<file path="src/rtl/shf_meta_buf.sv">
// Per-lane metadata queue for the shuffle module.
// Holds up to DEPTH opaque metadata entries, each tagged with its beat count
// minus one, presents the head entry to the shuffle datapath and tracks the
// beat index inside the head request. The head retires on its final beat.
//
// Ports:
//   clk_i, rst_i         clock; asynchronous active-high reset
//   meta_valid_i/ready_o upstream entry handshake
//   meta_i, meta_nb_m1_i entry payload and beats-minus-one
//   cur_valid_o          head entry valid
//   cur_meta_o           head entry payload
//   cur_beat_o           beat index within the head request
//   cur_last_o           head is on its final beat
//   beat_done_i          datapath finished the current beat
//   cnt_o                number of stored entries
//
// Optional feature: define SHF_META_BUF_BYPASS_EN to let an entry pushed into
// an empty buffer appear on cur_* in the same cycle (and be consumed without
// being stored if it is single-beat and retired immediately).
module shf_meta_buf #(
  parameter type         meta_glb_t = logic,
  parameter int unsigned DEPTH      = 4,
  parameter int unsigned BEAT_W     = 8
) (
  input  logic                       clk_i,
  input  logic                       rst_i,
  input  logic                       meta_valid_i,
  output logic                       meta_ready_o,
  input  meta_glb_t                  meta_i,
  input  logic [BEAT_W-1:0]          meta_nb_m1_i,
  output logic                       cur_valid_o,
  output meta_glb_t                  cur_meta_o,
  output logic [BEAT_W-1:0]          cur_beat_o,
  output logic                       cur_last_o,
  input  logic                       beat_done_i,
  output logic [$clog2(DEPTH):0]     cnt_o
);

  localparam int unsigned AW = $clog2(DEPTH);
  localparam int unsigned PW = AW + 1;

  meta_glb_t         r_meta_mem [DEPTH];
  logic [BEAT_W-1:0] r_nb_mem   [DEPTH];
  logic [PW-1:0]     r_wr_ptr;
  logic [PW-1:0]     r_rd_ptr;
  logic [BEAT_W-1:0] r_beat;

  logic              w_empty;
  logic              w_full;
  logic              w_push;
  logic              w_pop;
  logic              w_adv;
  logic              w_wr_en;
  logic              w_rd_en;
  logic [BEAT_W-1:0] w_head_nb;

  // Extra pointer MSB distinguishes full from empty.
  assign w_empty   = (r_wr_ptr == r_rd_ptr);
  assign w_full    = (r_wr_ptr[AW] != r_rd_ptr[AW]) &&
                     (r_wr_ptr[AW-1:0] == r_rd_ptr[AW-1:0]);
  assign w_head_nb = r_nb_mem[r_rd_ptr[AW-1:0]];

  assign meta_ready_o = !w_full;
  assign w_push       = meta_valid_i && !w_full;
  assign cnt_o        = r_wr_ptr - r_rd_ptr;
  assign cur_beat_o   = r_beat;

  // Beat events only count while a head is presented.
  assign w_pop = beat_done_i && cur_valid_o && cur_last_o;
  assign w_adv = beat_done_i && cur_valid_o && !cur_last_o;

`ifdef SHF_META_BUF_BYPASS_EN
  logic w_byp;
  logic w_byp_pop;

  // Empty buffer with an incoming entry: present the input directly.
  assign w_byp       = w_empty && meta_valid_i;
  assign cur_valid_o = !w_empty || meta_valid_i;
  assign cur_meta_o  = w_byp ? meta_i : r_meta_mem[r_rd_ptr[AW-1:0]];
  assign cur_last_o  = w_byp ? (meta_nb_m1_i == BEAT_W'(0))
                             : (!w_empty && (r_beat == w_head_nb));
  // A single-beat bypassed entry retired this cycle is never stored.
  assign w_byp_pop   = w_byp && w_pop;
  assign w_wr_en     = w_push && !w_byp_pop;
  assign w_rd_en     = w_pop && !w_byp;
`else
  assign cur_valid_o = !w_empty;
  assign cur_meta_o  = r_meta_mem[r_rd_ptr[AW-1:0]];
  assign cur_last_o  = !w_empty && (r_beat == w_head_nb);
  assign w_wr_en     = w_push;
  assign w_rd_en     = w_pop;
`endif

  // Pointer and beat-index state; reset discards all queued work.
  always_ff @(posedge clk_i or posedge rst_i) begin
    if (rst_i) begin
      r_wr_ptr <= '0;
      r_rd_ptr <= '0;
      r_beat   <= '0;
    end else begin
      if (w_wr_en) r_wr_ptr <= r_wr_ptr + PW'(1);
      if (w_rd_en) r_rd_ptr <= r_rd_ptr + PW'(1);
      if (w_pop)      r_beat <= '0;
      else if (w_adv) r_beat <= r_beat + BEAT_W'(1);
    end
  end

  // Entry storage; contents are only meaningful between the pointers.
  always_ff @(posedge clk_i) begin
    if (w_wr_en) begin
      r_meta_mem[r_wr_ptr[AW-1:0]] <= meta_i;
      r_nb_mem[r_wr_ptr[AW-1:0]]   <= meta_nb_m1_i;
    end
  end

endmodule

</file>
<file path="config.mk">
export PLATFORM = sky130hd
export DESIGN_NAME = shf_meta_buf
export DESIGN_NICKNAME = d
export VERILOG_FILES = /design/src/rtl/shf_meta_buf.sv
export SDC_FILE = /design/constraint.sdc
export NUM_CORES = 1
export LEC_CHECK = 0
export BUFFER_PORTS_ARGS = -buffer_cell sky130_fd_sc_hd__buf_2
export CAP_MARGIN = 20
export CORE_MARGIN = 2
export CORE_UTILIZATION = 57
export CTS_CLUSTER_DIAMETER = 200
export DETAILED_ROUTE_END_ITERATION = 8
export PLACE_DENSITY = 0.75
export SETUP_SLACK_MARGIN = 0.05
export SLEW_MARGIN = 20
export SYNTH_ARGS = -nofsm -noshare
export SYNTH_HDL_FRONTEND = slang
export SYNTH_SLANG_ARGS = --single-unit
</file>
<file path="constraint.sdc">
create_clock -name clk_i -period 3.3 [get_ports clk_i]
set_clock_uncertainty 0.15 [all_clocks]
set_input_delay 0.33 -clock clk_i [delete_from_list [all_inputs] [get_ports clk_i]]
set_output_delay 0.33 -clock clk_i [all_outputs]
set_load 0.1 [all_outputs]
</file>
After elaboration in Yosys (flattened, before gate mapping)

Memory sizes are Yosys's and may differ from the RTL's.
Cells that the tools add are included.

Add/sub/neg operators: 4
Reductions and logical operators: 10
Multiplexer cells: 4
Equal/unequal tests: 4

Operators by type and width:

| kind                                                           | count |
|---|---|
| 8-bit 2-to-1 mux                                               | 2 |
| 8-bit by 1-bit adder with 8-bit output (second input constant) | 1 |
| 8-bit == test                                                  | 1 |
| 3-bit by 1-bit adder with 3-bit output (second input constant) | 2 |
| 1-bit logical AND                                              | 6 |
| 3-bit == test                                                  | 1 |
| 1-bit logical NOT                                              | 3 |
| 3-bit subtractor                                               | 1 |
| 2-bit == test                                                  | 1 |
| 1-bit 2-to-1 mux                                               | 2 |
| 2-bit nonzero test                                             | 1 |
| 1-bit inequality test                                          | 1 |

Output and inout bits: 15
Memories kept: 2
Bits in writable memories: 36
Bits in registers: 14
Input bits: 13
Logic and storage cells: 27

Memories:

| name       | words | bits a word | read ports | clocked after Yosys merged registers in | write ports | RTL line | text |
|---|---|---|---|---|---|---|---|
| r_nb_mem   | 4     | 8           | 1          | 0                                       | 1           | 43       | `logic [BEAT_W-1:0] r_nb_mem [DEPTH];` |
| r_meta_mem | 4     | 1           | 1          | 0                                       | 1           | 42       | `meta_glb_t r_meta_mem [DEPTH];` |

Depth between registers and ports, before layout

Gate-level depths: netlist (run 1).

Word-level depth: 7
Gate-level depth with buffers: 9
Depth with buffers taken out: 7

Least setup slack after synthesis (run 1)

Ideal clock, no wire load.

Path type: register -> register
Start point: register r_rd_ptr[1]
End point: register r_beat[1] (netlist: cur_beat_o[1])
Data arrival time: 4778 ps
Slack: -1873 ps
Cell stages (with the launch flop): 10
Library setup time: 245 ps
Data required time: 2905 ps
Clock period less this slack: 5173 ps
Buffers on the path: 2
Cell sequence: dfrtp_1 buf_6 buf_12 inv_1 ha_1 nand3_1 and2_2 o211ai_2 nor3_1 o21ai_0

Cells in the longest elaborated chain, start to end: 6
Elaborated cells between the ends (all ways): 11
Classes of those cells: 2 x eq/ne; 1 x mux; 7 x reduce/logical; 1 x memory

RTL lines:

| item                                | RTL line | text |
|---|---|---|
| start: declaration                  | 45       | `logic [PW-1:0] r_rd_ptr;` |
| start signal: assignment            | 102      | `if (w_rd_en) r_rd_ptr <= r_rd_ptr + PW'(1);` |
| 3-bit == test *                     | 58       | `assign w_empty = (r_wr_ptr == r_rd_ptr);` |
| 1-bit logical NOT *                 | 87       | `assign cur_valid_o = !w_empty;` |
| net cur_valid_o                     | 31       | `output logic cur_valid_o,` |
| 1-bit logical AND *                 | 89       | `assign cur_last_o = !w_empty && (r_beat == w_head_nb);` |
| net cur_last_o                      | 34       | `output logic cur_last_o,` |
| 1-bit logical NOT                   | 70       | `assign w_adv = beat_done_i && cur_valid_o && !cur_last_o;` |
| 1-bit logical AND                   | 70       |  |
| 2-bit nonzero test (no source line) | n/a      |  |
| end signal: assignment              | 104      | `else if (w_adv) r_beat <= r_beat + BEAT_W'(1);` |
| end: declaration                    | 46       | `logic [BEAT_W-1:0] r_beat;` |

The timed path passes the listed nets; every way through them passes the cells marked *.
A chain may end at the register's enable or synchronous reset.

Final worst setup path (run 1)

Start point: register r_rd_ptr[0]
End point: output cur_last_o

Cells in the longest elaborated chain, start to end: 3
Elaborated cells between the ends (all ways): 5
Classes of those cells: 2 x eq/ne; 2 x reduce/logical; 1 x memory

RTL lines:

| item                                                   | RTL line |
|---|---|
| memory read 4 x 8 bit or 3-bit == test (tied branches) | n/a |
| 8-bit == test or 1-bit logical NOT (tied branches)     | 89 |
| 1-bit logical AND *                                    | 89 |
| end: declaration                                       | 34 |

Every way passes the cells marked *; elsewhere a longest branch is shown, timed or not.

==> impl_results.md, run 1 <==
* Post-synthesis simple-gate area fraction at 10.6%
* Final worst slack at 0.203 ns
* Post-CTS Setup Bufs at 0
* Syn_nets at 195
* IO buf count at 27
* Die Ht at 69.5 um
* DR DRC count at 0
* Vias in the first global route at 1484
* Worst-skew pair later-pin latency at 0.30 ns
* RSZ-0062 raised after global routing: false
* Yosys cell types at 41
* Starting DRT DRC Count at 115
* Initial Utilization at 60.2%
* FMAX at 0.323 GHz
* Layout Nets at 228
* Type of origin of the critical path: register
* Die Wd at 69.5 um
* Slew @ Worst Pin at 0.742 ns
* TritonCTS Buffers at 5
* Cell count after synthesis at 173
* Final hold viol count at 0
* Post-CTS sizing at 0
* I/O pin total at 28
* Dominant cells by area after synthesis: edfxtp_1 (44%), dfrtp_1 (14%), mux2i_1 (5.7%)
* End-of-flow core utilization at 68.5%
* FF-to-FF path depth at 5
* Initial antenna violation count at 0
* Slew Limit Headroom at 50.3%
* Setup crit end kind: output pin
* Final Non-Filler Cells at 257
* Critical-path maximum fanout at 16
* Worst path required time at 2.82 ns
* Ys Warns at 0
* Core area at 0.00406 mm2
* Yosys top cell area share at 44.3%
* Setup WS pre-CTS at 0.446 ns
* Outcome: finished clean
* Gr usage total at 19.6%
* Xor-xnor portion of the synthesized cell area at 6.15%
* Post-synth EDFFs at 36
* Antenna-violating nets left at 0
* Syn Area/Cell at 14.1 um2
* WL final at 4.32 mm
* Hold crit path type: in -> reg
* CTS Hold Bufs at 1
* CTS H-tree lvls at 2
* Fin crit share at 93.8%
* DP Wirelength at 3.10 mm
* Most common cell in the synthesized netlist: edfxtp_1
* Synth Area in Adders at 4.92%
* Most common flop cell mapped by yosys: edfxtp_1
* Drt pass-1 iters at 4
* Placed cells at 248
* Share of flip-flops with an asynchronous set or reset at 28.0%
* Slew Viols, Final at 0
* Setup TNS at 0 ns
* Largest net degree at the start of global routing at 17
* Via-per-instance ratio at 5.63
* DR vias at 1446
* Area delta synth->final at 13.7%
* Clk slew on worst S/H paths at 0.09 ns
* Wire length per cell at 16.8 um
* GRT Residual Overflow at 0
* Die area at 0.00482 mm2
* Synth area leader: edfxtp_1
* N_diodes at 0
* Final GP Congestion at 0.798
* Area of the multi-input gates at 966 um2
* Layout cells sized above 1 at 26.1%
* Synth Register Bits at 50
* Final min period at 3.10 ns
* Final setup vio count at 0
* First-pass GRT wire length at 7.21 mm
* Mux share of post-synthesis cell area at 12.2%
* Fillcell total at 277
* CTS root buffer: clkbuf_8
* Maxcap violations at 0
* Max clock buf depth at 2
* Seq/Total Area, Yosys at 58.6%
* Main combinational cell family by area after synthesis: multiplexers
* CTS tree: yes
* CP Data Arrival Time at 2.62 ns
* Hold path depth at 1
* CTS Sinks at 50
* Row count at 23
* Crit Path Class: reg -> out
* Post-Synthesis Cell Area at 0.00244 mm2
* Register area at 0.00143 mm2
* Synth top cells by count: edfxtp_1 (36), dfrtp_1 (14), mux2i_1 (14), nand2_1 (14)
* Synth Area in Compound Gates at 4.76%
[metrics by stage]
step / instance area [um2] / hold WS (ns)
floorplan: 2470 / 0.0692
finish: 2780 / 0.0875
global route: 2780 / 0.0845
CTS: 2780 / 0.0834
global placement: 2650 / 0.241
detailed placement: 2650 / 0.258
[layout make-up]
type / count / share of cell area [%]
Sequential cell: 50 / 51.5
Multi-Input combinational cell: 112 / 34.8
Timing Repair Buffer: 30 / 6.31
Clock buffer: 7 / 3.11
Tap cell: 50 / 2.25
Clock inverter: 1 / 1.08
Inverter: 7 / 0.946
[final timing paths]
path | startpoint | end | slack (ns)
max | r_rd_ptr[0]$_DFFE_PP0P_ | cur_last_o | 0.20
min | meta_nb_m1_i[2] | r_nb_mem[1][2]$_DFFE_PP_ | 0.09
max reg2reg | r_rd_ptr[0]$_DFFE_PP0P_ | r_rd_ptr[1]$_DFFE_PP0P_ | 0.45
min reg2reg | r_rd_ptr[2]$_DFFE_PP0P_ | r_rd_ptr[2]$_DFFE_PP0P_ | 0.34
max in group asynchronous | rst_i | r_wr_ptr[1]$_DFFE_PP0N_ | 2.14
min in group asynchronous | rst_i | r_rd_ptr[0]$_DFFE_PP0P_ | 0.47
[logic make-up (layout without fill, tap and decap cells)]
group                    after synthesis  count (layout)
flip-flops                            50              50
AO/OA/AOI/OAI                         17              17
XOR/XNOR                              15              15
buffers and inverters                 11              45
AND/OR/NAND/NOR                       47              47
multiplexers                          24              24
adder cells (fa/ha/maj)                9               9
[cells in the final DEF (no fill, tap or decap), types with 4 or more instances in the layout]
cell type	Yosys	final
xnor2_1	8	8
edfxtp_1	36	36
dfrtp_1	14	14
xor2_1	6	6
clkbuf_8	0	6
and3_1	6	6
buf_2	0	26
nand2_1	14	14
o21ai_0	5	5
mux2i_1	14	14
mux2_2	6	6
nor2_1	7	7
inv_1	7	7
o22ai_1	4	4
ha_1	8	8
[state kept, by name (all words and copies together) (netlist names)]
signal	cells
r_meta_mem	4
r_rd_ptr	3
r_nb_mem	32
cur_beat_o	8
r_wr_ptr	3
[per-layer routing]
metal	vias to the layer above	global-route usage (%)	wire length (um)	share of wire, %
met4	0	8.71	95	2.2
met5	-	0	0	0
met2	34	31.3	2030	47
met1	700	25.6	1970	46
met3	8	4.65	217	5.0
li1	704	-	-	-
[critical path: stages, from the launching register on]
cell,delay (ns)
dfrtp_1,0.71
mux4_1,0.72
xnor2_4,0.18
o211ai_2,0.19
nor3_4,0.30
buf_12,0.21
Power of run 1 is not shown: default switching activity piles up to over one toggle a cycle in this logic, so the estimate is an artifact.
==> inputs of run 2 (changes only) <==
CORE_UTILIZATION = 50   (was 57)
PLACE_DENSITY = 0.67   (was 0.75)
REMOVE_ABC_BUFFERS = 1   (was unset)
==> run 2 against run 1 <==
  * Design area rose by 0.54%
  * Setup slack improved by 0.074 ns
  * Global-route usage decreased by 2.1 points
  * Critical endpoint unchanged
==> impl_results.md, run 2 (synthesis results as in run 1) <==
* P per Cell Area at 977 mW/mm2
* Max reg flops at 32 (unchanged)
* CP cell instances: buf_4 -> mux2i_1 -> mux2i_1 -> o221ai_1 -> o21ai_2 -> nor3_2 -> buf_12
* Power, Total at 2.73 mW
* CP Data Arrival Time at 2.54 ns (-0.08 ns)
* Initial Utilization at 51.7% (-8.5 points)
* N_diodes at 0 (unchanged)
* Via-per-instance ratio at 5.31 (-5.7%)
* Gr usage total at 17.5% (-2.1 points)
* Initial antenna violation count at 0 (unchanged)
* Reg-to-reg slack, setup at 0.53 ns (+0.08 ns)
* Post-CTS Setup Bufs at 0 (unchanged)
* Worst vdd ir at 478 uV
* Slew Viols, Final at 0 (unchanged)
* RR Endpoint: r_rd_ptr[1]$_DFFE_PP0P_
* Placed cells at 266 (+7.3%)
* Wire length per cell at 16.0 um (-4.6%)
* Slew @ Worst Pin at 0.625 ns (-0.116 ns)
* Most common cell after layout, fill and taps aside: edfxtp_1
* TritonCTS Buffers at 5 (unchanged)
* Slowest stage cell, crit path: dfrtp_1
* Largest stage delay on the critical path at 0.60 ns (-0.12 ns)
* DP Wirelength at 3.18 mm (+2.6%)
* Starting DRT DRC Count at 59 (-49%)
* Hold crit path type: in -> reg
* Worst Hold Launch: meta_nb_m1_i[1]
* Worst r2r src: r_rd_ptr[1]$_DFFE_PP0P_
* RSZ-0062 raised after global routing: false
* Max clock buf depth at 2 (unchanged)
* Core area at 0.00472 mm2 (+16%)
* Die area at 0.00546 mm2 (+13%)
* WHS Endpoint: r_nb_mem[2][1]$_DFFE_PP_
* End-of-flow core utilization at 59.1% (-9.3 points)
* Drt pass-1 iters at 4 (unchanged)
* CTS root buffer: clkbuf_8
* Most frequent cells in the layout: edfxtp_1 (36), buf_2 (26), mux2i_1 (14), nand2_1 (14), dfrtp_1 (14)
* First-pass GRT wire length at 6.87 mm (-4.8%)
* Layout Nets at 229 (+0.44%)
* Final min period at 3.02 ns (-0.0743 ns)
* Maxcap violations at 0 (unchanged)
* Antenna-violating nets left at 0 (unchanged)
* Outcome: finished clean
* IO buf count at 27 (unchanged)
* Final GP Congestion at 0.894 (+12%)
* WL final at 4.41 mm (+2.1%)
* CTS tree: yes
* FF-to-FF path depth at 7 (+2)
* Hold path depth at 1 (unchanged)
* Crit Path Class: reg -> out
* Worst-skew pair later-pin latency at 0.30 ns (about the same)
* Delay-heaviest family, CP: flip-flops
* Die Ht at 73.9 um (+6.4%)
* CTS Sinks at 50 (unchanged)
* Row count at 25 (+8.7%)
* DR vias at 1459 (+0.90%)
* Fin crit share at 91.6% (-2.3 points)
* I/O pin total at 28 (unchanged)
* Final setup vio count at 0 (unchanged)
* FMAX at 0.331 GHz (+2.5%)
* Final hold viol count at 0 (unchanged)
* Leakage at 1.08 nW
* DR DRC count at 0 (unchanged)
* Clk slew on worst S/H paths at 0.09 ns (about the same)
* Slew Limit Headroom at 58.3% (+8.0 points)
* Worst path required time at 2.82 ns (about the same)
* Placed cell area at 0.00266 mm2 (+0.19%)
* Vias in the first global route at 1417 (-4.5%)
* Die Wd at 73.9 um (+6.4%)
* CTS H-tree lvls at 2 (unchanged)
* Fin area at 0.00279 mm2 (+0.54%)
* Area delta synth->final at 14.3%
* GRT Residual Overflow at 0 (unchanged)
* Critical-path maximum fanout at 9 (-7)
* Type of origin of the critical path: register
* CP bufs+invs at 2 (+1)
* Crit path top cell by count: mux2i_1
* Setup crit end kind: output pin
* Final Non-Filler Cells at 275 (+7.0%)
* Largest net degree at the start of global routing at 17 (unchanged)
* Worst path depth at 7 (+2)
* Layout cells sized above 1 at 26.4% (+0.36 points)
run 2: worst max path at each step:
stage	startpoint	end	slack [ns]
after floorplan	r_rd_ptr[1]$_DFFE_PP0P_	cur_beat_o[1]$_DFFE_PP0P_	-2.06
after global placement	r_rd_ptr[1]$_DFFE_PP0P_	cur_last_o	0.50
after detailed placement	r_rd_ptr[1]$_DFFE_PP0P_	cur_last_o	0.43
after CTS	r_rd_ptr[1]$_DFFE_PP0P_	cur_last_o	0.06
after global routing	r_rd_ptr[1]$_DFFE_PP0P_	cur_last_o	0.15
final	r_rd_ptr[1]$_DFFE_PP0P_	cur_last_o	0.28
run 2: metal layers:
layer,part of all wire (%),GRT usage (%)
met1,44,20.9
met2,52,31.1
met3,3.0,4.12
met4,1.3,5.45
met5,0,0
run 2: cell type report:
type / count / area, um2
multi-input cells: 112 / 947
well taps: 67 / 83.8
clock buffers: 6 / 82.6
flip-flops and latches: 50 / 1430
fillers: 381 / 1930
clock inverters: 2 / 38.8
repair buffers: 31 / 183
inverters: 7 / 26.3
run 2: power breakdown:
group          switching, mW  total [mW]  leakage [nW]  internal (mW)
logic                  0.986        1.31         0.509          0.323
registers              0.142       0.974         0.506          0.831
clock network          0.197       0.446        0.0618          0.249
run 2: stage by stage:
step | hold slack [ns] | setup TNS (ns) | worst slack [ns]
2_1_floorplan | 0.0692 | -8.19 | -2.06
3_3_place_gp | 0.246 | 0 | 0.501
3_5_place_dp | 0.257 | 0 | 0.425
4_1_cts | 0.0784 | 0 | 0.0644
5_1_grt | 0.0749 | 0 | 0.154
6_report | 0.0885 | 0 | 0.277
run 2: timing repair:
item	in CTS	in global routing
hold endpoints to repair	14	0
resized for setup	0	1
hold buffers	1	0
setup endpoints to repair	0	1
Power figures use the tool's default switching activity.
